`src/rtl/kronecker_sched_if.sv`:
```
// Handshake bundle for the Kronecker-delta sequencer: control, byte and PRNG streams, kronecker link, results.
// With KRON_SCHED_STALL_CNT_EN defined the bundle also carries the 16-bit stall_cnt.
interface kronecker_sched_if #(
  parameter int IDX_W = 4
);
  logic             start;
  logic             busy;
  logic             done;
  logic             in_valid;
  logic [15:0]      in_data;
  logic             in_ready;
  logic             rnd_valid;
  logic [2:0]       rnd_data;
  logic             rnd_ready;
  logic [15:0]      kr_inp;
  logic [2:0]       kr_rand;
  logic [1:0]       kr_z;
  logic             out_valid;
  logic [1:0]       out_z;
  logic [IDX_W-1:0] out_idx;
`ifdef KRON_SCHED_STALL_CNT_EN
  logic [15:0]      stall_cnt;

  modport master (
    output start, in_valid, in_data, rnd_valid, rnd_data, kr_z,
    input  busy, done, in_ready, rnd_ready, kr_inp, kr_rand,
    input  out_valid, out_z, out_idx, stall_cnt
  );
  modport slave (
    input  start, in_valid, in_data, rnd_valid, rnd_data, kr_z,
    output busy, done, in_ready, rnd_ready, kr_inp, kr_rand,
    output out_valid, out_z, out_idx, stall_cnt
  );
`else
  modport master (
    output start, in_valid, in_data, rnd_valid, rnd_data, kr_z,
    input  busy, done, in_ready, rnd_ready, kr_inp, kr_rand,
    input  out_valid, out_z, out_idx
  );
  modport slave (
    input  start, in_valid, in_data, rnd_valid, rnd_data, kr_z,
    output busy, done, in_ready, rnd_ready, kr_inp, kr_rand,
    output out_valid, out_z, out_idx
  );
`endif
endinterface

```
`src/rtl/kronecker_sched.sv`:
```
// Batch sequencer feeding shared bytes plus fresh randomness into a 3-level DOM-AND Kronecker unit.
// Optional randomness-starvation counter enabled by KRON_SCHED_STALL_CNT_EN.
module kronecker_sched #(
  parameter int NUM_BYTES = 16,
  parameter int LAT       = 3,
  parameter int IDX_W     = 4
) (
  input  logic             clk,
  input  logic             rst,
  kronecker_sched_if.slave bus
);

  typedef enum logic [1:0] {
    S_IDLE  = 2'd0,
    S_RUN   = 2'd1,
    S_DRAIN = 2'd2,
    S_DONE  = 2'd3
  } state_t;

  localparam logic [IDX_W-1:0] LAST_IDX = IDX_W'(NUM_BYTES - 1);

  function automatic logic [15:0] sat_inc16(input logic [15:0] v);
    return (v == 16'hFFFF) ? v : v + 16'd1;
  endfunction

  state_t           r_state;
  state_t           w_state_nxt;
  logic [IDX_W-1:0] r_cnt;
  logic             w_issue;
  logic             w_start_ok;
  logic             w_pipe_empty;
  logic [LAT:0]     r_vld_p;
  logic [IDX_W-1:0] r_idx_p [LAT+1];
  logic [15:0]      r_kr_inp;
  logic [2:0]       r_kr_rand;

  // Only the tail stage may still hold a result when DRAIN hands over to DONE.
  assign w_pipe_empty = ~|r_vld_p[LAT-1:0];

  always_comb begin
    w_state_nxt = r_state;
    w_issue     = 1'b0;
    w_start_ok  = 1'b0;
    case (r_state)
      S_IDLE: begin
        if (bus.start) begin
          w_start_ok  = 1'b1;
          w_state_nxt = S_RUN;
        end
      end
      S_RUN: begin
        w_issue = bus.in_valid && bus.rnd_valid && !rst;
        if (w_issue && (r_cnt == LAST_IDX)) w_state_nxt = S_DRAIN;
      end
      S_DRAIN: begin
        if (w_pipe_empty) w_state_nxt = S_DONE;
      end
      S_DONE: begin
        w_state_nxt = S_IDLE;
      end
      default: begin
        w_state_nxt = S_IDLE;
      end
    endcase
  end

  always_ff @(posedge clk) begin
    if (rst) begin
      r_state <= S_IDLE;
      r_cnt   <= '0;
      r_vld_p <= '0;
    end else begin
      r_state <= w_state_nxt;
      if (w_start_ok) r_cnt <= '0;
      else if (w_issue && (r_cnt != LAST_IDX)) r_cnt <= r_cnt + 1'b1;
      r_vld_p <= {r_vld_p[LAT-1:0], w_issue};
    end
  end

  // p0: kr_inp/kr_rand register; p1..pLAT: kronecker stages
  always_ff @(posedge clk) begin
    if (rst) begin
      r_kr_inp  <= '0;
      r_kr_rand <= '0;
      for (int i = 0; i <= LAT; i++) r_idx_p[i] <= '0;
    end else begin
      if (w_issue) begin
        r_kr_inp  <= bus.in_data;
        r_kr_rand <= bus.rnd_data;
      end
      r_idx_p[0] <= r_cnt;
      for (int i = 1; i <= LAT; i++) r_idx_p[i] <= r_idx_p[i-1];
    end
  end

  assign bus.busy      = (r_state == S_RUN) || (r_state == S_DRAIN);
  assign bus.done      = (r_state == S_DONE);
  assign bus.in_ready  = w_issue;
  assign bus.rnd_ready = w_issue;
  assign bus.kr_inp    = r_kr_inp;
  assign bus.kr_rand   = r_kr_rand;
  assign bus.out_valid = r_vld_p[LAT];
  assign bus.out_z     = r_vld_p[LAT] ? bus.kr_z : 2'b00;
  assign bus.out_idx   = r_vld_p[LAT] ? r_idx_p[LAT] : '0;

`ifdef KRON_SCHED_STALL_CNT_EN
  logic [15:0] r_stall_cnt;

  always_ff @(posedge clk) begin
    if (rst || w_start_ok) r_stall_cnt <= '0;
    else if ((r_state == S_RUN) && bus.in_valid && !bus.rnd_valid)
      r_stall_cnt <= sat_inc16(r_stall_cnt);
  end

  assign bus.stall_cnt = r_stall_cnt;
`endif

endmodule

```
`src/flat_wrapper.sv`:
```
// flat-port wrapper written by rule: the top's interface ports become plain ports
module kronecker_sched_flat 
#(
  parameter int NUM_BYTES = 16,
  parameter int LAT       = 3,
  parameter int IDX_W     = 4
)
  (clk, rst, bus_start, bus_in_valid, bus_in_data, bus_rnd_valid, bus_rnd_data, bus_kr_z, bus_busy, bus_done, bus_in_ready, bus_rnd_ready, bus_kr_inp, bus_kr_rand, bus_out_valid, bus_out_z, bus_out_idx);
  kronecker_sched_if #(.IDX_W(IDX_W)) bus_i ();
  input  logic clk;
  input  logic rst;
  input wire logic [$bits(bus_i.start)-1:0] bus_start;
  input wire logic [$bits(bus_i.in_valid)-1:0] bus_in_valid;
  input wire logic [$bits(bus_i.in_data)-1:0] bus_in_data;
  input wire logic [$bits(bus_i.rnd_valid)-1:0] bus_rnd_valid;
  input wire logic [$bits(bus_i.rnd_data)-1:0] bus_rnd_data;
  input wire logic [$bits(bus_i.kr_z)-1:0] bus_kr_z;
  output wire logic [$bits(bus_i.busy)-1:0] bus_busy;
  output wire logic [$bits(bus_i.done)-1:0] bus_done;
  output wire logic [$bits(bus_i.in_ready)-1:0] bus_in_ready;
  output wire logic [$bits(bus_i.rnd_ready)-1:0] bus_rnd_ready;
  output wire logic [$bits(bus_i.kr_inp)-1:0] bus_kr_inp;
  output wire logic [$bits(bus_i.kr_rand)-1:0] bus_kr_rand;
  output wire logic [$bits(bus_i.out_valid)-1:0] bus_out_valid;
  output wire logic [$bits(bus_i.out_z)-1:0] bus_out_z;
  output wire logic [$bits(bus_i.out_idx)-1:0] bus_out_idx;
  assign bus_i.start = bus_start;
  assign bus_i.in_valid = bus_in_valid;
  assign bus_i.in_data = bus_in_data;
  assign bus_i.rnd_valid = bus_rnd_valid;
  assign bus_i.rnd_data = bus_rnd_data;
  assign bus_i.kr_z = bus_kr_z;
  assign bus_busy = bus_i.busy;
  assign bus_done = bus_i.done;
  assign bus_in_ready = bus_i.in_ready;
  assign bus_rnd_ready = bus_i.rnd_ready;
  assign bus_kr_inp = bus_i.kr_inp;
  assign bus_kr_rand = bus_i.kr_rand;
  assign bus_out_valid = bus_i.out_valid;
  assign bus_out_z = bus_i.out_z;
  assign bus_out_idx = bus_i.out_idx;
  kronecker_sched #(.NUM_BYTES(NUM_BYTES), .LAT(LAT), .IDX_W(IDX_W)) u_core (.clk(clk), .rst(rst), .bus(bus_i));
endmodule
```
`config.mk`:
```
export PLATFORM = sky130hd
export DESIGN_NAME = kronecker_sched_flat
export DESIGN_NICKNAME = d
export VERILOG_FILES = /design/src/rtl/kronecker_sched_if.sv /design/src/rtl/kronecker_sched.sv /design/src/flat_wrapper.sv
export SDC_FILE = /design/constraint.sdc
export NUM_CORES = 1
export LEC_CHECK = 0
export BUFFER_PORTS_ARGS = -buffer_cell sky130_fd_sc_hd__buf_2
export CORE_MARGIN = 3
export CORE_UTILIZATION = 35
export DETAILED_ROUTE_END_ITERATION = 7
export PLACE_DENSITY_LB_ADDON = 0.15
export RECOVER_POWER = 25
export SKIP_LAST_GASP = 1
export SYNTH_ARGS = -nofsm -noshare
export SYNTH_HDL_FRONTEND = slang
export SYNTH_SLANG_ARGS = --single-unit
```
`constraint.sdc`:
```
create_clock -name clk -period 1.8 [get_ports clk]
set_clock_uncertainty 0.2 [all_clocks]
set_input_delay 0.18 -clock clk [delete_from_list [all_inputs] [get_ports clk]]
set_output_delay 0.18 -clock clk [all_outputs]
set_load 0.01 [all_outputs]
```
== Word-level counts from Yosys, hierarchy flattened ==
Memory sizes are Yosys's and may differ from the RTL's.
Cells that the tools add are included.

* Register bits after elaboration: 29
* Latch bits: 0
* Bits in writable memories: 16
* Bits in read-only memories: 0
* Output and inout port bits: 30
* Word-level logic and storage cells: 45
* Memories kept: 1

* Add/sub/neg operators: 1
* Multipliers: 0
* Div/mod/pow operators: 0
* Magnitude comparators: 0
* Equality and inequality tests: 8
* Shifts and indexed selects: 0
* Muxes and demuxes: 16
* Bitwise operators: 4
* Reduce and logical (&&, ||, !) cells: 10

{| class="wikitable"
|+ Memory list
! memory !! words !! bits a word !! rd ports !! clocked after Yosys merged registers in !! write ports !! RTL line !! text
|-
| u_core.r_idx_p || 4 || 4 || 4 || 0 || 4 || kronecker_sched.sv:33 || <nowiki>logic [IDX_W-1:0] r_idx_p [LAT+1];</nowiki>
|}

{| class="wikitable"
|+ Operators with widths
! cell !! count
|-
| $mux 4 || 5
|-
| $mux 2 || 4
|-
| $pmux 2 s4 || 1
|-
| $mux 1 || 6
|-
| $add 4x1->4 const B || 1
|-
| $eq 2x2->1 const B || 2
|-
| $eq 4x4->1 const B || 1
|-
| $logic_and 1x1->1 || 4
|-
| $ne 2x2->1 const B || 2
|-
| $ne 4x4->1 const B || 1
|-
| $or 1x1->1 || 4
|-
| $reduce_and 3->1 || 1
|-
| $reduce_or 3->1 || 1
|-
| $eq 2x1->1 const B || 1
|-
| $logic_not 2->1 || 1
|-
| $ne 2x1->1 const B || 1
|-
| $reduce_or 2->1 || 1
|-
| $logic_not 1->1 || 1
|-
| $logic_or 1x1->1 || 1
|}

== Longest topological paths before layout ==
* Depth in word-level cells: 5
* Depth in mapped cells: 7
* Mapped depth without buffers: 7

== Least setup slack after synthesis ==
OpenSTA, ideal clock, no wires.

* Path kind: reg2reg
* Start: register u_core.r_cnt[0]
* End: register u_core.r_state[1]
* Setup time: 0.116 ns
* Data arrival time: 1.169 ns
* Slack: 0.316 ns
* Cell stages (with the launch flop): 6
* Buffers on the path: 0
* Clock period less this slack: 1.484 ns
* Path through: dfxtp_1 -> ha_1 -> nand3_2 -> o31ai_2 -> a311oi_1 -> a31o_1

* Word-level cells in the longest chain between the ends: 4

{| class="wikitable"
|+ Ends and longest elaborated chain
! element !! RTL line !! text
|-
| from (decl) || kronecker_sched.sv:28 || <nowiki>logic [IDX_W-1:0] r_cnt;</nowiki>
|-
| from (signal assigned) || kronecker_sched.sv:75 || <nowiki>else if (w_issue && (r_cnt != LAST_IDX)) r_cnt <= r_cnt + 1'b1;</nowiki>
|-
| $eq 4x4->1 || kronecker_sched.sv:53 || <nowiki>if (w_issue && (r_cnt == LAST_IDX)) w_state_nxt = S_DRAIN;</nowiki>
|-
| $logic_and 1x1->1 || kronecker_sched.sv:53 ||
|-
| $ne 2x1->1 (no line) || n/a ||
|-
| $reduce_and 3->1 (no line) || n/a ||
|-
| to (signal assigned) || kronecker_sched.sv:73 || <nowiki>r_state <= w_state_nxt;</nowiki>
|-
| to (decl) || kronecker_sched.sv:26 || <nowiki>state_t r_state;</nowiki>
|}

No other way between the ends.
A chain may end at the register's enable or synchronous reset.

== Worst setup path after layout ==
* Start: register u_core.r_state[1]
* End: output port bus_rnd_ready

* Word-level cells in the longest chain between the ends: 2

{| class="wikitable"
|+ Ends and longest elaborated chain
! element !! RTL line !! text
|-
| $eq 2x1->1 || kronecker_sched.sv:44 || <nowiki>case (r_state)</nowiki>
|-
| $mux 1 || kronecker_sched.sv:44 ||
|-
| to (decl) || flat_wrapper.sv:21 || <nowiki>output wire logic [$bits(bus_i.rnd_ready)-1:0] bus_rnd_ready;</nowiki>
|}

No other way between the ends.

==> results.txt <==
status = finished, final reports clean
most frequent cells in the layout = buf_2 (54), dfxtp_1 (45), nand2_1 (43)
GR Util met3 = 0.03557
final global-route overflow total = 0
CP required = 1.42 ns
WL/cell = 10.98 um
die area = 0.005451 mm2
R2R setup slack = 0.12 ns
Hold Crit Start = bus_start
via count = 1378
Post-Syn Area = 0.001610 mm2
Vias/cell = 4.503
IO Count = 56
fraction of power consumed by sequential logic = 0.483
FF-to-FF End = u_core.bus.kr_inp[4]
maximum clock frequency = 0.5783 GHz
library cells used by synthesis = 29
Final Hold Viols = 0
Area growth syn-to-layout = 40.87%
Setup Viol. Count Final = 0
class of the worst hold path = input pin to flop
Final Wtd Congestion = 0.7673
met1 Resource Use GR = 0.1635
CP arrival = 1.35 ns
CTS tree = yes
DR iter-0 viols = 54
layout cell share with drive strength beyond 1 = 0.2913
first-pass GRT wire length = 5188 um
syn_area_per_cell = 9.255 um2
CP cell instances = inv_1 > ha_2 > nand4_4 > inv_4 > buf_2
Max IR drop VDD = 0.0005170 V
fin crit period = 1.729 ns
Sw Share = 0.2599
synthesized flop and latch total = 45
GRT Util Overall = 0.1239
H-tree depth = 2
CP max-delay cell = dfxtp_1
combinational share of power = 0.179
Starting Density = 0.3673
fin. max-slew vios = 0
Int Pwr = 1633 uW
initial antenna violation count = 0
Most Crowded Layer GR = met2
Slew @ Worst Pin = 0.6981 ns
hold path endpoint = u_core.r_cnt[3]
Sink Count = 45
clock latency at the later pin of the worst-skew pair = 0.29 ns
critical path's largest stage delay = 0.33 ns
Reg clk slew, reported paths = 0.08 ns
# DRC = 0
Die Width = 73.83 um
Slew headroom = 0.5346
diode count = 0
sequential area share after synthesis = 0.5594
Hold Path Cell Cnt = 4
Final HPWL DP = 2185 um
final wirelength = 3361 um
largest cells by area after synthesis = dfxtp_1 (56%), nand2_1 (10%), nor2b_1 (7.4%), a21oi_1 (6.8%), ha_1 (4.7%)
post-synthesis instance total = 174
Lkg Pwr = 0.001015 uW
critical path peak fanout = 8
Yosys warnings = 0
leading area contributor after synthesis = dfxtp_1
proportion of power drawn by the clock network = 0.337
period utilization = 0.9607
Synth top area share = 0.5594
FP Rows = 24
most common cell after layout, fill and taps aside = buf_2
Root Buffer = clkbuf_8
Pre-antenna DRT Iters = 4
port bufs = 55
Worst Setup End Kind = output port
die height = 73.83 um
fin nets = 285
fin area = 0.002268 mm2
Worst Path Class, Setup = flop to output port
setup TNS = 0 ns
CTS buffer count = 5
Critical Path Source Type = flop
reg-to-reg critical path startpoint = u_core.r_state[1]
CORE AREA = 0.004384 mm2
R2R cell count = 8
placed cell areas = 0.001932 mm2
clock tree buffer depth = 2
Mapped Nets = 206
largest net degree at the start of global routing = 36
vias in the first global route = 1151
GR Util met2 = 0.1900
Pwr per Cell Area = 972.8 mW/mm2
ANT nets after route = 0
switching power = 573.5 uW
Max-Cap Viols = 0
final cells by class:
type	count	area [um2]
clock buffer	6	72.57
clock inverter	2	38.79
fill	443	2116
inverter	5	21.27
multi-input combinational	115	653.1
sequential	45	900.9
tap	52	65.06
timing repair buffer	81	516.7
layer usage:
| metal | vias up | wire length, um |
|---|---|---|
| li1 | 722 | - |
| met4 | 0 | 53 |
| met2 | 38 | 1498 |
| met5 | - | 0 |
| met3 | 7 | 214 |
| met1 | 611 | 1594 |
registers in the layout, summed over array words and instances, names as in the netlist:
register and count:
u_core.bus.kr_rand 3, u_core.r_idx_p 16, u_core.r_vld_p 4, u_core.r_state 2, u_core.r_cnt 4, u_core.bus.kr_inp 16
power groups by stage:
stage	sequential, uW	combinational (uW)	clock (uW)
global route	1070	446	809
CTS	1060	387	772
finish	1070	396	744
detailed placement	1090	345	0
global placement	1090	349	0
floorplan	1090	222	0
cell families (layout without fill, tap and decap cells):
kind of cell | after synthesis | count (layout) | share of synthesized area
buffers and inverters | 14 | 94 | 0.04196
XOR/XNOR | 1 | 1 | 0.005440
AO/OA/AOI/OAI | 29 | 29 | 0.1033
flip-flops | 45 | 45 | 0.5594
AND/OR/NAND/NOR | 79 | 79 | 0.2432
adder cells (fa/ha/maj) | 6 | 6 | 0.04662
worst max-delay path, delay by kind of cell, from the launching register on:
family	cells	cell delay, ns
fa+ha+maj	1	0.24
simple gates	1	0.11
buf+inv	3	0.38
flops	1	0.33
cell usage after synthesis:
cell	instances
nand2_1	43
nand2b_1	1
or3_1	1
a31oi_1	1
a311oi_1	1
ha_1	6
buf_2	3
xor2_1	1
nand4_2	1
inv_1	2
buf_4	3
nor3_1	1
a31o_1	1
clkbuf_1	2
o21ai_1	1
a21oi_1	22
and4b_1	1
nor2_1	2
buf_1	1
and3_1	1
o31ai_2	1
and2_1	6
dfxtp_1	45
inv_2	3
nor2b_1	19
a211oi_1	1
nand3_2	1
nand3_1	2
o31ai_1	1
repair_timing:
item / CTS / global route
hold endpoints to repair: 19 / 0
resized for setup: 1 / 2
endpoints found under the setup margin: 2 / 13
setup buffers: 2 / 0
hold buffers: 20 / 0
worst max path at each step:
stage                 startpoint                   end  cells past startpoint
2_1_floorplan    u_core.r_cnt[0]     u_core.r_state[1]                      5
3_3_place_gp     u_core.r_cnt[0]     u_core.r_state[1]                      5
3_5_place_dp   u_core.r_state[1]  u_core.bus.kr_inp[0]                      7
4_1_cts        u_core.r_state[1]         bus_rnd_ready                      5
5_1_grt        u_core.r_state[1]  u_core.bus.kr_inp[3]                      8
6_report       u_core.r_state[1]         bus_rnd_ready                      5
per-stage QoR:
step | setup WS [ns] | cells | utilization | hold WS, ns | total power, uW
after floorplan | 0.3158 | 174 | - | 0.1160 | 1313
after global placement | 0.1581 | 276 | 0.4406 | 0.2187 | 1437
after detailed placement | 0.1147 | 276 | 0.4406 | 0.2220 | 1434
after CTS | 0.03224 | 306 | 0.5157 | 0.04664 | 2223
after global routing | -0.004247 | 306 | 0.5174 | 0.08210 | 2327
final | 0.07079 | 306 | 0.5174 | 0.05027 | 2207
Note: power is estimated with default switching activity, not from simulation.
